<file path="src/rtl/multi.sv">
// Unsigned Q16.16 x Q16.16 multiplier, two-stage pipeline, throughput one per cycle.
// Stage 1 registers the three aligned partial-product terms; stage 2 registers the truncated Q16.16 sum.
module multi (
    input  logic        clk,
    input  logic        rst,
    input  logic [31:0] A,
    input  logic [31:0] B,
    output logic [63:0] resultH,
    output logic [63:0] resultM,
    output logic [63:0] resultL,
    output logic [31:0] result,
    output logic [15:0] resultE,
    output logic [15:0] resultF
);

    logic [15:0] a_int;
    logic [15:0] a_frac;
    logic [15:0] b_int;
    logic [15:0] b_frac;

    logic [31:0] prod_ii;
    logic [31:0] prod_if;
    logic [31:0] prod_fi;
    logic [31:0] prod_ff;
    logic [32:0] mid_sum;

    logic [63:0] term_h;
    logic [63:0] term_m;
    logic [63:0] term_l;

    logic [31:0] sum_q16;

    assign a_int  = A[31:16];
    assign a_frac = A[15:0];
    assign b_int  = B[31:16];
    assign b_frac = B[15:0];

    assign prod_ii = {16'd0, a_int}  * {16'd0, b_int};
    assign prod_if = {16'd0, a_int}  * {16'd0, b_frac};
    assign prod_fi = {16'd0, a_frac} * {16'd0, b_int};
    assign prod_ff = {16'd0, a_frac} * {16'd0, b_frac};

    // 33-bit middle sum so the carry of Ai*Bf + Af*Bi survives.
    assign mid_sum = {1'b0, prod_if} + {1'b0, prod_fi};

    assign term_h = {prod_ii, 32'd0};
    assign term_m = {15'd0, mid_sum, 16'd0};
    assign term_l = {32'd0, prod_ff};

    always_ff @(posedge clk) begin
        if (rst) begin
            resultH <= 64'd0;
            resultM <= 64'd0;
            resultL <= 64'd0;
        end else begin
            resultH <= term_h;
            resultM <= term_m;
            resultL <= term_l;
        end
    end

    // Only resultL has bits below 16, and they cannot carry upward, so a
    // 32-bit add of the [47:16] slices equals P[47:16] exactly.
    assign sum_q16 = resultH[47:16] + resultM[47:16] + resultL[47:16];

    always_ff @(posedge clk) begin
        if (rst) begin
            result <= 32'd0;
        end else begin
            result <= sum_q16;
        end
    end

    assign resultE = result[31:16];
    assign resultF = result[15:0];

endmodule

</file>
<file path="config.mk">
export PLATFORM = sky130hd
export DESIGN_NAME = multi
export DESIGN_NICKNAME = d
export VERILOG_FILES = /design/src/rtl/multi.sv
export SDC_FILE = /design/constraint.sdc
export NUM_CORES = 2
export LEC_CHECK = 0
export ABC_AREA = 1
export BUFFER_PORTS_ARGS = -buffer_cell sky130_fd_sc_hd__buf_2
export CORE_ASPECT_RATIO = 1.4
export CORE_UTILIZATION = 45
export DETAILED_ROUTE_END_ITERATION = 10
export PLACE_DENSITY = 0.64
export SLEW_MARGIN = 10
export SYNTH_ARGS = -nofsm -noshare
export SYNTH_HDL_FRONTEND = slang
export SYNTH_SLANG_ARGS = --single-unit
</file>
<file path="constraint.sdc">
create_clock -name clk -period 18.1 [get_ports clk]
set_input_delay 3.62 -clock clk [delete_from_list [all_inputs] [get_ports clk]]
set_output_delay 3.62 -clock clk [all_outputs]
set_load 0.01 [all_outputs]
</file>
==> results.toml <==
[status]
status = "finished clean"

[timing]
rsz0062_at_grt = "no"
report.final.slew_viol_count = 0
finalSetupTns_ns = 0
worst_hold_slack_ns = 0.605
fmax_mhz = 102
fin_crit_ns = 9.82
fin_skew_ns = 0.0154
finalCritPeriodShare_pct = 54.3
worst_pin_slew_ns = 0.899
slew_headroom_pct = 40.0
finalSetupViolCount = 0
hold_viol_final = 0

[critical_path]
worst_path_max_delay_cell = "buf_2"
worst-path-max-fanout = 32
start_kind = "primary input"
slowest_delay_ns = 0.63
crit_type = "in -> reg"
crit_family = "adder cells"
path_buf_inv = 4
cp.arrival_ns = 10.21
path_cells = "buf_2, nand2_1, fa_1, fa_1, inv_1, fa_1, inv_1, fa_1, inv_1, fa_1, fa_1, fa_1, fa_1, ha_1, nand2_1, nand2_1, a21oi_1, nand3_1, nand2_1, nand2_1, nand2_1, nand2_1, nor2_1"
r2r_slack_ns = 15.79
crit_required_ns = 18.49
endpoint_kind = "register"
crit_top_cell = "fa_1"

[logic_synthesis]
yosys.area.top_type_share_pct = 38.5
syn-mean-instance-area_um2 = 7.21
synth_area_um2 = 43600
yosys.cell_count.top_type = "inv_1"
synth-seq-cells = 129
yosys_most_used_dff = "dfxtp_1"
async_flop_share_pct = 0
synth_top_area_cell = "fa_1"
synth_top_cells_by_area = "fa_1, inv_1, nand2_1"
yosys_warnings = 0
synthTopCellsByCount = "inv_1, nand2_1, fa_1, ha_1, nor2_1"
synthCells = 6040
ys_types = 34
synth-edff-count = 0
ys_seq_area_share_pct = 5.93

[cts]
tritoncts = "done"
clkLatencyLatePin_ns = 0.48
cts_buffer_depth = 2
cts_root_buffer = "clkbuf_16"
hold_buffers = 0
numCtsBuffers = 17
cts.clk_slew.worst_paths_ns = 0.05
cts.repair.resized = 0
cts_sinks = 129
cts_setup_buffers = 0
htreeDepth = 4

[finish]
syn_to_final_growth_pct = 4.51
drive_above_1_share_pct = 5.51
final_nets = 7408
fin_util_pct = 47.6

[route]
wl_per_cell_um = 16.5
drc = 0
antenna_left = 0
firstDrtPassIters = 8
num_vias = 35600
routed_via_density = 4.87
wirelength_um = 121000
first_iter_violations = 2257

[floorplan]
num_io_pins = 322
die-area_um2 = 98100
start_util_pct = 45.6
fp.coreArea_um2 = 95600
die_w_um = 265
num_rows = 134
die_h_um = 370

[global_routing]
grtUsageTotal_pct = 25.7
grt_max_degree = 74
antenna_found_initial = 11
grt-ovfl-total = 0
grt_pass1_vias = 37000
grt_pass1_wl_um = 196000

[placement]
io_buffers = 226
dp_hpwl_um = 96400
place_congestion = 0.933

[job]
cap_violations = 0

[hold_path]
hold_path_class = "reg -> reg"
-- worst paths after layout --
| kind | start | cells after the start | end |
|---|---|---|---|
| setup reg to reg | resultL[16] | 11 | result[28] |
| hold reg to reg | resultM[16] | 3 | result[0] |
| setup / recovery | B[17] | 23 | resultM[38] |
| hold / removal | resultM[16] | 3 | result[0] |
-- cells in the final DEF (no fill, tap or decap), drive strengths merged --
cell type	netlist	final
inv	1847	1852
nand2	1812	1812
fa	837	837
ha	440	440
nor2	257	257
buf	133	244
a21oi	148	148
dfxtp	129	129
nand3	107	107
conb	1	95
o21ai	53	53
nor3	21	21
clkbuf	199	19
o21bai	15	15
nand4	11	11
xnor2	8	8
xor2	6	6
clkinv	1	6
a21o	4	4
a21boi	4	4
nand3b	4	4
diode	0	2
and2	2	2
clkinvlp	0	2
o21a	1	1
bufinv	0	1
-- layout make-up --
class	count	area [um2]
antenna	2	5.00
clock buffer	19	433
clock inverter	13	128
fill	9694	50000
inverter	1848	6940
multi-input combinational	3825	32700
sequential	129	2580
tap	1224	1530
timing repair buffer	244	1270
-- cell families after synthesis --
logic type,share of synthesized area (%)
AOI/OAI and AO/OA,2.77
xor gates and xnor gates,0.281
adders and majority gates,51.1
buffers and inverters,19.9
DFF,5.93
other,0.00861
and+or+nand+nor,20.0
-- flip-flops by register name, indices dropped and copies added, names as in the netlist --
name,cells
resultM,33
resultL,32
resultH,32
result,32
-- layer usage --
metal | global-route usage (%) | vias to the layer above | wire, um
met5 | 0 | - | 97
met4 | 9.78 | 16 | 4490
met3 | 2.52 | 198 | 6290
met2 | 46.0 | 1131 | 60300
met1 | 31.8 | 17400 | 49400
li1 | - | 16800 | -
-- worst reg2reg max path, stage by stage, from the launching register on --
cell and delay, ns:
dfxtp_1 0.34, ha_1 0.24, inv_1 0.07, fa_1 0.40, inv_1 0.13, nand3_1 0.09, nand3_1 0.18, nand3_1 0.10
nand3_1 0.24, nand2_1 0.18, a21oi_1 0.18, nor2_1 0.06
-- through the flow --
stage,cells,setup slack (ns),cell area [um2]
global placement,7270,7.83,45000
floorplan,6134,8.82,43900
global route,7303,7.89,45500
finish,7304,8.28,45500
detailed placement,7270,7.78,45000
CTS,7302,8.28,45500
Power is left out: the tool's default activity adds up to more than one toggle a clock period on the data nets, which glitch-free logic cannot reach.
